<file path="config.mk">
export PLATFORM = sky130hd
export DESIGN_NAME = reg_file_mp
export DESIGN_NICKNAME = d
export VERILOG_FILES = /design/src/rtl/reg_file_pkg.sv /design/src/rtl/reg_file_clr_seq.sv /design/src/rtl/reg_file_mp.sv
export SDC_FILE = /design/constraint.sdc
export NUM_CORES = 1
export LEC_CHECK = 0
export ABC_AREA = 1
export BUFFER_PORTS_ARGS = -buffer_cell sky130_fd_sc_hd__buf_2
export CAP_MARGIN = 20
export CORE_UTILIZATION = 27
export CTS_CLUSTER_DIAMETER = 40
export DETAILED_ROUTE_END_ITERATION = 10
export PLACE_DENSITY = 0.45
export SYNTH_ARGS = -nofsm -noshare
export SYNTH_HDL_FRONTEND = slang
export SYNTH_SLANG_ARGS = --single-unit
</file>
<file path="constraint.sdc">
create_clock -name clk -period 1.7 [get_ports clk]
set_input_delay 0.255 -clock clk [delete_from_list [all_inputs] [get_ports clk]]
set_output_delay 0.255 -clock clk [all_outputs]
set_load 0.01 [all_outputs]
</file>
<file path="src/rtl/reg_file_pkg.sv">
// ============================================================================
//  Module   : reg_file_pkg
//  Brief    : Shared types and default sizing for the multi-port register file.
//  Revision : 1.0  initial release
// ============================================================================
`default_nettype none

package reg_file_pkg;

   typedef enum logic [1:0] {
      CLR_IDLE  = 2'd0,
      CLR_SWEEP = 2'd1,
      CLR_DONE  = 2'd2
   } clr_state_t;

   localparam int DEF_WIDTH = 8;
   localparam int DEF_DEPTH = 16;

endpackage : reg_file_pkg

`default_nettype wire

</file>
<file path="src/rtl/reg_file_clr_seq.sv">
// ============================================================================
//  Module   : reg_file_clr_seq
//  Brief    : Background clear sequencer; walks a pointer over every entry,
//             issuing one zero-write per cycle, then pulses clr_done.
//  Revision : 1.0  initial release
// ============================================================================
`default_nettype none

module reg_file_clr_seq
   import reg_file_pkg::*;
#(
   parameter int DEPTH = DEF_DEPTH,
   parameter int AW    = $clog2(DEPTH)
) (
   input  logic          clk,
   input  logic          reset,
   input  logic          clr_req,
   output logic          clr_we,
   output logic [AW-1:0] clr_addr,
   output logic          clr_busy,
   output logic          clr_done
);

   localparam logic [AW-1:0] LAST_PTR = AW'(DEPTH - 1);

   clr_state_t    state_q, state_d;
   logic [AW-1:0] ptr_q, ptr_d;
   logic          busy_q, busy_d;
   logic          done_q, done_d;

   always_comb begin
      state_d = state_q;
      ptr_d   = ptr_q;
      case (state_q)
         CLR_IDLE: begin
            if (clr_req) begin
               state_d = CLR_SWEEP;
               ptr_d   = '0;
            end
         end
         CLR_SWEEP: begin
            if (ptr_q == LAST_PTR) begin
               state_d = CLR_DONE;
               ptr_d   = '0;
            end else begin
               ptr_d = ptr_q + AW'(1);
            end
         end
         CLR_DONE: state_d = CLR_IDLE;
         default:  state_d = CLR_IDLE;
      endcase
      // Status flags are decoded from the next state so they leave a flop.
      busy_d = (state_d == CLR_SWEEP);
      done_d = (state_d == CLR_DONE);
   end

   always_ff @(posedge clk) begin
      if (reset) begin
         state_q <= CLR_IDLE;
         ptr_q   <= '0;
         busy_q  <= 1'b0;
         done_q  <= 1'b0;
      end else begin
         state_q <= state_d;
         ptr_q   <= ptr_d;
         busy_q  <= busy_d;
         done_q  <= done_d;
      end
   end

   assign clr_we   = (state_q == CLR_SWEEP);
   assign clr_addr = ptr_q;
   assign clr_busy = busy_q;
   assign clr_done = done_q;

endmodule : reg_file_clr_seq

`default_nettype wire

</file>
<file path="src/rtl/reg_file_mp.sv">
// ============================================================================
//  Module   : reg_file_mp
//  Brief    : Parametrised two-read / one-write register file with optional
//             zero register, write bypass, registered reads and background clear.
//  Revision : 1.0  initial release
// ============================================================================
`default_nettype none

module reg_file_mp
   import reg_file_pkg::*;
#(
   parameter int WIDTH   = DEF_WIDTH,
   parameter int DEPTH   = DEF_DEPTH,
   parameter int AW      = $clog2(DEPTH),
   parameter int RD_LAT  = 0,
   parameter int BYPASS  = 1,
   parameter int R0_ZERO = 0
) (
   input  logic             clk,
   input  logic             reset,
   input  logic             wr_en,
   input  logic [AW-1:0]    wr_addr,
   input  logic [WIDTH-1:0] wr_data,
   input  logic [AW-1:0]    rda_addr,
   input  logic [AW-1:0]    rdb_addr,
   output logic [WIDTH-1:0] rda_data,
   output logic [WIDTH-1:0] rdb_data,
   input  logic             clr_req,
   output logic             clr_busy,
   output logic             clr_done
);

   logic [WIDTH-1:0] regs_q [DEPTH];
   logic [WIDTH-1:0] regs_d [DEPTH];
   logic             clr_we;
   logic [AW-1:0]    clr_addr;
   logic             wr_valid;
   logic             byp_a, byp_b;
   logic [WIDTH-1:0] rda_d, rdb_d;

   reg_file_clr_seq #(
      .DEPTH (DEPTH),
      .AW    (AW)
   ) u_clr_seq (
      .clk      (clk),
      .reset    (reset),
      .clr_req  (clr_req),
      .clr_we   (clr_we),
      .clr_addr (clr_addr),
      .clr_busy (clr_busy),
      .clr_done (clr_done)
   );

   // Storage update: the user write is applied after the sweep zero so it wins.
   always_comb begin
      for (int i = 0; i < DEPTH; i++) begin
         regs_d[i] = regs_q[i];
         if (clr_we && (clr_addr == AW'(i))) begin
            regs_d[i] = '0;
         end
         if (wr_en && (wr_addr == AW'(i))) begin
            regs_d[i] = wr_data;
         end
         if ((R0_ZERO != 0) && (i == 0)) begin
            regs_d[i] = '0;
         end
      end
   end

   always_ff @(posedge clk) begin
      if (reset) begin
         for (int i = 0; i < DEPTH; i++) begin
            regs_q[i] <= '0;
         end
      end else begin
         regs_q <= regs_d;
      end
   end

   // An address at or beyond DEPTH matches no entry, so it reads 0 and never bypasses.
   always_comb begin
      wr_valid = 1'b0;
      rda_d    = '0;
      rdb_d    = '0;
      for (int i = 0; i < DEPTH; i++) begin
         if (wr_addr == AW'(i)) begin
            wr_valid = 1'b1;
         end
         if (rda_addr == AW'(i)) begin
            rda_d = regs_q[i];
         end
         if (rdb_addr == AW'(i)) begin
            rdb_d = regs_q[i];
         end
      end
      byp_a = (BYPASS != 0) && wr_en && wr_valid && (wr_addr == rda_addr);
      byp_b = (BYPASS != 0) && wr_en && wr_valid && (wr_addr == rdb_addr);
      if (byp_a) begin
         rda_d = wr_data;
      end
      if (byp_b) begin
         rdb_d = wr_data;
      end
      if ((R0_ZERO != 0) && (rda_addr == '0)) begin
         rda_d = '0;
      end
      if ((R0_ZERO != 0) && (rdb_addr == '0)) begin
         rdb_d = '0;
      end
   end

   if (RD_LAT == 1) begin : g_rd_reg
      logic [WIDTH-1:0] rda_q, rdb_q;

      always_ff @(posedge clk) begin
         if (reset) begin
            rda_q <= '0;
            rdb_q <= '0;
         end else begin
            rda_q <= rda_d;
            rdb_q <= rdb_d;
         end
      end

      assign rda_data = rda_q;
      assign rdb_data = rdb_q;
   end else begin : g_rd_comb
      assign rda_data = rda_d;
      assign rdb_data = rdb_d;
   end

endmodule : reg_file_mp

`default_nettype wire

</file>
==> reports/metrics.csv, run 1 <==
metric,value,unit
Inserted Clock Buffers,17,
Post-Synthesis Cells,1241,
Clock Power Share,46.5,%
gpl congestion,0.959,
fill count,3055,
Max VDD drop,0.564,mV
DRC Markers,0,
CP Data Required Time,1.44,ns
cells on worst reg2reg path,9,
clock latency on the worst-skew pair,0.44,ns
Max clock buf depth,2,
initial core utilization,27.6,%
routed len/inst,19.6,µm
total vias in the final route,9197,
initial DRC count,888,
Via density,5.12,
worst r2r src,u_clr_seq.clr_addr[1],
Mapped Nets,1269,
H-tree depth,4,
FF-to-FF End,regs_q[32],
Netlist Area Pre-Place,7720,µm²
violated checks,negative setup slack,
# nets final,1434,
post-DP HPWL,27100,µm
total power,8.06,mW
clk root buf,clkbuf_16,
worst path cell trace,nand3_2 > nand3_2 > nor2_2 > nand4_1 > nand2_1 > nand4_1 > nor2_1 > nand4_1 > nor2_1 > nor2_1 > buf_2,
flop2flop setup slack,0.17,ns
Worst path max stage delay,0.37,ns
Max Freq,454,MHz
largest net degree at the start of global routing,52,
Tmin final,2.20,ns
Slew @ Worst Pin,0.472,ns
Die H,171,µm
max_cap viols,0,
Multi-input gate area,4620,µm²
internal power,5.76,mW
CP startpoint kind,flip-flop,
fraction of layout cells with a size suffix above 1,26.9,%
ys flop type,dfxtp_1,
status,"complete, but fails checks",
Hold Crit Depth,3,
die area,29300,µm²
FF/Latch Area,2760,µm²
PortBufs,41,
dpl cells,1762,
worst hold path type,in -> reg,
RSZ-0062 raised after global routing,true,
Worst Setup Path Type,reg -> out,
number of primary I/O pins,42,
TritonCTS clock tree,yes,
fin crit share,130,%
CP Launch Point,regs_q[121],
slew margin rel.,68.5,%
final hold violations,0,
Layout Cells excl Fill,1796,
synthesized flop and latch total,136,
Net Switching,2.30,mW
unique cell type count in the Yosys netlist,27,
final worst slack,-0.502,ns
CP top delay family,simple AND/OR/NAND/NOR gates,
vias in the first global route,8556,
Flop pwr share,40.7,%
Die Wd,171,µm
row cnt,61,
gr ovfl total,0,
diodes inserted,0,
Power Density,772,nW/µm²
ys async rst share,0,%
Post-synth EDFFs,0,
CORE AREA,27900,µm²
Worst setup EP type,output pin,
critical path buffer and inverter count,1,
Final Max Slew Viols,0,
DRT Pass-1 Iters,5,
Final setup viols,16,
hold_sp,wr_data[5],
Clock Pin Slew Worst Setup and Hold Paths,0.06,ns
first-pass GRT wire length,52300,µm
total length of routed wires,35200,µm
slowest CP cell,dfxtp_4,
Ys Warns,0,
Setup Skew,0.0137,ns
Global Route Usage Sum,24.5,%
worst path arrival time,1.95,ns
P&R area growth vs syn,35.2,%
post-route setup TNS,-6.81,ns
Pleak,4.04,nW
clk sinks,136,
hold endpoint,regs_q[117],
CP Max Fanout,3,
"Avg Cell Area, Syn",6.22,µm²
sequential cell area fraction in the yosys report,35.3,%
Comb power frac,12.9,%
Final ANT Viol Nets,0,
initial antenna violation count,0,
sw frac,28.5,%
[synth_stat cells, types with 2 or more instances]
cell type  number  area share [%]
nand2_1       317              15
clkinv_1        2           0.097
o21ai_0        18             1.2
nor2_1        156             7.6
nand2_2         4            0.32
nor2_2         13             1.1
a221oi_1        2            0.23
dfxtp_1       136              35
ha_1            4            0.65
clkbuf_1       31             1.5
inv_2          27             1.3
buf_2          11            0.71
o22ai_1        35             2.8
inv_1         102             5.0
nand3_1       151             9.8
nor3_4          3            0.63
buf_1           6            0.29
or2_0           3            0.24
a21oi_1       128             8.3
nand4_1        84             6.8
a211oi_1        2            0.19
[per-stage QoR]
step / utilization [%] / hold WS [ns] / area (µm²) / setup WS [ns]
floorplan: - / 0.426 / 7730 / 0.0186
global placement: 34.1 / 0.467 / 9520 / -0.655
global route: 37.4 / 0.195 / 10400 / -0.654
finish: 37.4 / 0.166 / 10400 / -0.502
CTS: 36.7 / 0.158 / 10300 / -0.528
detailed placement: 34.1 / 0.471 / 9520 / -0.611
[tightest hold or removal path, delay by kind of cell]
kind,cells,cell delay (ns)
AOI/OAI and AO/OA,1,0.06
buffers and inverters,1,0.15
and+or+nand+nor,1,0.09
[final cells by class]
| class | instances | share of cell area [%] |
|---|---|---|
| Clock buffer | 18 | 4.11 |
| Sequential cell | 136 | 26.4 |
| Clock inverter | 13 | 1.38 |
| Inverter | 131 | 4.74 |
| Timing Repair Buffer | 194 | 14.6 |
| Multi-Input combinational cell | 926 | 44.2 |
| Tap cell | 378 | 4.53 |
[worst max path at each step]
stage / end / cells past startpoint
final: rdb_data[1] / 11
after global routing: rda_data[3] / 11
after CTS: rdb_data[5] / 11
after detailed placement: rdb_data[5] / 15
after global placement: rdb_data[5] / 15
after floorplan: rdb_data[4] / 14
[registers in the layout (all words and copies together), names as in the netlist]
name / flops
u_clr_seq.clr_done: 1
u_clr_seq.clr_busy: 1
u_clr_seq.clr_addr: 4
u_clr_seq.state_q: 2
regs_q: 128
[power groups by stage]
stage / Clock (mW) / Combinational (mW) / Sequential (mW)
after global routing: 3.90 / 1.12 / 3.28
after global placement: 0 / 1.01 / 3.35
after detailed placement: 0 / 1.00 / 3.34
final: 3.74 / 1.04 / 3.28
after CTS: 3.79 / 1.02 / 3.28
after floorplan: 0 / 0.474 / 3.33
[per-layer routing]
layer / up-vias / global-route usage (%) / routed length, µm
li1: 4474 / - / -
met1: 4391 / 35.6 / 16900
met2: 310 / 37.4 / 15400
met3: 22 / 3.47 / 2220
met4: 0 / 6.68 / 629
met5: - / 0 / 0
[placed cells by master, fill, tap and decap left out, types with 7 or more instances in the layout]
cell / n
nand2_1: 292
o22ai_1: 35
inv_2: 31
dfxtp_1: 112
nor2_1: 131
nand3_1: 125
nand3_2: 27
o21ai_0: 18
buf_4: 141
inv_1: 97
dfxtp_2: 22
buf_2: 38
nand4_1: 84
nand2_2: 28
a21oi_1: 127
clkbuf_16: 17
buf_12: 13
nor2_2: 32
nor2_4: 7
[cells by family after synthesis]
group / count (synthesis) / share of synthesized area, %
and+or+nand+nor: 736 / 42.4
AOI/OAI and AO/OA: 185 / 12.7
buffers and inverters: 179 / 8.88
DFF: 136 / 35.3
adders and majority gates: 4 / 0.648
xor gates and xnor gates: 1 / 0.113
[timing repair]
item | 4_1_cts | 5_1_grt
pin swaps | 13 | 26
gates cloned | 0 | 0
hold buffers | 0 | 0
endpoints found under the setup margin | 24 | 71
resized for setup | 59 | 54
setup buffers | 2 | 1
endpoints found under the hold margin | 0 | 0
Note: power is estimated with default switching activity, not from simulation.
==> run 2, diff against run 1 <==
CORE_MARGIN = 2   (was unset)
SETUP_SLACK_MARGIN = 0.02   (was unset)
==> run 2 against run 1 <==
Net effect: the run still ends with negative setup slack left; largest power group unchanged; total power up 1.2%; maximum frequency is 2.7% lower; via count is 0.57% higher; register-to-register slack got worse by 0.04 ns; core utilization increased by 0.57 points; cell area is 1.8% higher; non-clock buffer count is 5 higher; clock power increased by 2%.
==> reports/metrics.csv, run 2 (synthesis gave the netlist of run 1 again) <==
metric,value,unit
total length of routed wires,36000,µm
PortBufs,41,
worst path arrival time,2.01,ns
Worst setup EP type,output pin,
top register by number of flip-flops,regs_q,
Slew @ Worst Pin,0.458,ns
number of primary I/O pins,42,
DRT Pass-1 Iters,5,
clk root buf,clkbuf_16,
CORE AREA,28000,µm²
fraction of layout cells with a size suffix above 1,27.6,%
largest net degree at the start of global routing,46,
die area,30000,µm²
GRT met2 Usage,35.9,%
Final Max Slew Viols,0,
final worst slack,-0.563,ns
hold_sp,clr_req,
vias in the first global route,8667,
Power Density,767,nW/µm²
routed len/inst,20.0,µm
met3 usage in global routing,4.07,%
first-pass GRT wire length,53600,µm
Final ANT Viol Nets,0,
Die H,173,µm
violated checks,negative setup slack,
Tmin final,2.26,ns
total vias in the final route,9249,
Worst Setup Path Type,reg -> out,
status,"complete, but fails checks",
Pleak,4.14,nW
H-tree depth,4,
"commonest non-fill, non-tap cell in the layout",nand2_1,
CP Data Required Time,1.44,ns
fin crit share,133,%
Via density,5.14,
post-route setup TNS,-7.97,ns
final instance area,10600,µm²
post-DP HPWL,26900,µm
gpl congestion,0.915,
Final setup viols,16,
clock latency on the worst-skew pair,0.43,ns
worst hold path type,in -> reg,
Max Freq,442,MHz
initial core utilization,27.6,%
CP startpoint kind,flip-flop,
row cnt,61,
Setup Skew,0.0112,ns
slew margin rel.,69.4,%
worst path cell trace,nand2_2 > nand3_2 > nor2_4 > nand4_1 > nor2_1 > nand4_1 > nor2_1 > nand4_1 > nand2_1 > nand2_1 > buf_2,
Die Wd,173,µm
Hold Buf Count CTS,0,
worst r2r src,u_clr_seq.clr_addr[1],
# nets final,1439,
most frequent cells in the layout,"nand2_1, buf_4, a21oi_1, nor2_1, nand3_1",
Worst path max stage delay,0.34,ns
Global Route Usage Sum,23.6,%
Max clock buf depth,2,
global routing's busiest layer,met2,
initial antenna violation count,0,
Max VDD drop,0.622,mV
CP Launch Point,regs_q[111],
clk sinks,136,
max reg flops,128,
Clock Pin Slew Worst Setup and Hold Paths,0.06,ns
final hold violations,0,
CP Max Fanout,3,
Inserted Clock Buffers,17,
Worst Hold Slack,0.190,ns
RSZ-0062 raised after global routing,true,
grt met1 use,33.5,%
P&R area growth vs syn,37.6,%
CP dominant cell by count,nand4_1,
gr ovfl total,0,
initial DRC count,958,
DRC Markers,0,
slowest CP cell,dfxtp_2,
TritonCTS clock tree,yes,
diodes inserted,0,
area post-placement,9560,µm²
max_cap viols,0,
run 2: changes by cell type in the layout (fill, tap and decap cells not counted), sizes merged:
cell	before	now
clkinv	5	7
bufinv	2	3
buf	193	198
clkbuf	19	20
clkinvlp	5	2
inv	132	130
run 2: area by class of cell:
type,instances,area [µm²]
multi-input cells,926,4740
clock buffers,19,433
clock inverters,11,150
well taps,378,473
repair buffers,199,1580
flip-flops and latches,136,2760
fillers,3042,17400
inverters,131,497
run 2: power breakdown:
group | internal, mW | switching [mW]
registers | 3.23 | 0.0410
logic | 0.381 | 0.701
clock network | 2.30 | 1.51
total | 5.90 | 2.25
run 2: worst paths after layout:
| check | cells after the start | slack (ns) | to |
|---|---|---|---|
| worst max-delay path | 11 | -0.56 | rdb_data[7] |
| worst min-delay path | 3 | 0.19 | u_clr_seq.state_q[0] |
| worst max register to register | 9 | 0.13 | regs_q[19] |
| worst min register to register | 2 | 0.48 | regs_q[72] |
run 2: layer usage:
| layer | up-vias | part of all wire, % |
|---|---|---|
| li1 | 4478 | - |
| met1 | 4439 | 47 |
| met2 | 281 | 44 |
| met3 | 51 | 6.5 |
| met4 | 0 | 3.1 |
| met5 | - | 0 |
run 2: critical path, delay by kind of cell, from the launching register on:
| kind | cells | cell delay [ns] |
|---|---|---|
| buffers and inverters | 1 | 0.13 |
| and+or+nand+nor | 10 | 1.11 |
| DFF | 1 | 0.34 |
run 2: metrics by stage:
stage / worst slack, ns / total power [mW] / utilization [%] / std cells
after global placement: -0.625 / 4.37 / 34.1 / 1768
after floorplan: 0.0186 / 3.80 / - / 1241
after global routing: -0.699 / 8.41 / 38.0 / 1800
final: -0.563 / 8.16 / 38.0 / 1800
after CTS: -0.632 / 8.17 / 37.1 / 1799
after detailed placement: -0.637 / 4.36 / 34.1 / 1768
run 2: what timing repair did:
action / 4_1_cts / 5_1_grt
pin swaps: 42 / 57
resized for setup: 84 / 63
buffers inserted: 1 / 1
setup endpoints to repair: 54 / 55
==> run 3, diff against run 2 <==
REMOVE_ABC_BUFFERS = 1   (was unset)
==> run 3 against run 2 <==
Net effect: the flow still finishes with violations (negative setup slack); register-to-register slack improved by 0.04 ns; cell count is 0.39% lower; non-clock buffer count fell by 9; first-iteration DRC count increased by 5.5%; clock-buffer cell count stayed put; clock skew is essentially flat; critical path type unchanged.
==> reports/metrics.csv, run 3 (synthesis gave the netlist of run 1 again) <==
metric,value,unit
DRT Pass-1 Iters,7,
max reg flops,128,
fin crit share,133,%
worst r2r src,u_clr_seq.state_q[0],
diodes inserted,0,
hold_sp,wr_data[3],
first-pass GRT wire length,51600,µm
Multi-input gate area,4690,µm²
violated checks,negative setup slack,
Global Route Usage Sum,22.7,%
worst path arrival time,2.01,ns
slew margin rel.,68.0,%
Worst path max stage delay,0.37,ns
CP dominant cell by count,nand4_1,
Worst Setup Path Type,reg -> out,
top register by number of flip-flops,regs_q,
gpl congestion,0.955,
Comb power frac,12.6,%
initial DRC count,1011,
final hold violations,0,
Max VDD drop,0.654,mV
Via density,5.16,
final instance area,10500,µm²
Max Freq,442,MHz
final worst slack,-0.562,ns
slowest CP cell,dfxtp_4,
largest net degree at the start of global routing,53,
Die H,173,µm
Worst setup EP type,output pin,
Final Util,37.5,%
P&R area growth vs syn,36.0,%
worst path cell trace,nand2_2 > nand3_2 > nor2_2 > nand4_1 > nor2_1 > nand4_1 > nor2_2 > nand4_1 > nand2_1 > nand2_1 > buf_2,
die area,30000,µm²
Power Density,782,nW/µm²
Die Wd,173,µm
TritonCTS clock tree,yes,
internal power,5.90,mW
fill count,3027,
worst hold path type,in -> reg,
total vias in the final route,9244,
total length of routed wires,34400,µm
Final Max Slew Viols,0,
number of primary I/O pins,42,
clk root buf,clkbuf_16,
Tmin final,2.26,ns
row cnt,61,
CP Launch Point,regs_q[124],
clk sinks,136,
Clock Pin Slew Worst Setup and Hold Paths,0.07,ns
clock latency on the worst-skew pair,0.43,ns
H-tree depth,4,
Final ANT Viol Nets,0,
area post-placement,9440,µm²
Flop pwr share,39.7,%
vias in the first global route,8454,
Hold Buf Count CTS,0,
DRC Markers,0,
initial antenna violation count,0,
Slew @ Worst Pin,0.478,ns
status,"complete, but fails checks",
"commonest non-fill, non-tap cell in the layout",nand2_1,
PortBufs,41,
Clock Power Share,47.7,%
post-route setup TNS,-7.64,ns
CP Max Fanout,3,
RSZ-0062 raised after global routing,true,
fraction of layout cells with a size suffix above 1,28.2,%
initial core utilization,27.6,%
sw frac,28.1,%
routed len/inst,19.2,µm
max_cap viols,0,
FF/Latch Area,2790,µm²
Setup Skew,0.0113,ns
gr ovfl total,0,
Final setup viols,16,
CORE AREA,28000,µm²
Max clock buf depth,2,
CP Data Required Time,1.44,ns
most frequent cells in the layout,"nand2_1, buf_4, a21oi_1, nand3_1, nor2_1",
CP startpoint kind,flip-flop,
post-DP HPWL,26200,µm
Inserted Clock Buffers,17,
Net Switching,2.30,mW
# nets final,1430,
Pleak,4.05,nW
run 3: cell count changes in the layout (fill, tap and decap cells not counted), sizes merged:
| cell | delta |
|---|---|
| buf | -8 |
| clkbuf | -1 |
| inv | +3 |
| clkinvlp | -1 |
run 3: final timing paths:
path	slack, ns	to	cells past startpoint
worst max-delay path	-0.56	rda_data[4]	11
worst min-delay path	0.17	regs_q[11]	3
worst max register to register	0.17	regs_q[85]	9
worst min register to register	0.48	regs_q[42]	2
run 3: per-stage QoR:
step | setup slack [ns] | cells | hold WS (ns) | power [mW]
after floorplan | -0.507 | 1193 | 0.324 | 3.69
after global placement | -0.469 | 1757 | 0.470 | 4.33
after detailed placement | -0.482 | 1757 | 0.472 | 4.33
after CTS | -0.546 | 1789 | 0.158 | 8.23
after global routing | -0.703 | 1793 | 0.183 | 8.47
final | -0.562 | 1793 | 0.174 | 8.21
run 3: final cells by class:
cell class	count	share of cell area [%]
multi-input combinational	926	44.7
timing repair buffer	190	13.9
clock inverter	13	1.61
clock buffer	19	4.12
inverter	131	4.68
sequential	136	26.6
tap	378	4.50
run 3: routing by layer:
layer	wire length (µm)	GRT usage (%)
met1	16100	32.9
met3	2400	3.08
met5	0	0
met4	772	7.42
met2	15100	34.5
run 3: power groups by stage:
| stage | Sequential (mW) | Combinational, mW | Clock [mW] |
|---|---|---|---|
| 3_5_place_dp | 3.34 | 0.981 | 0 |
| 3_3_place_gp | 3.35 | 0.985 | 0 |
| 2_1_floorplan | 3.33 | 0.366 | 0 |
| 6_report | 3.26 | 1.03 | 3.92 |
| 5_1_grt | 3.26 | 1.12 | 4.09 |
| 4_1_cts | 3.26 | 1.00 | 3.96 |
run 3: timing repair:
action,in CTS,in global routing
hold endpoints to repair,0,0
pin swaps,30,65
gates resized for setup,74,78
setup endpoints to repair,42,115
setup buffers,0,4
run 3: critical path: cells and delay by family (launching register included):
kind	cells	cell delay [ns]
buf+inv	1	0.13
simple gates	10	1.08
flops	1	0.37
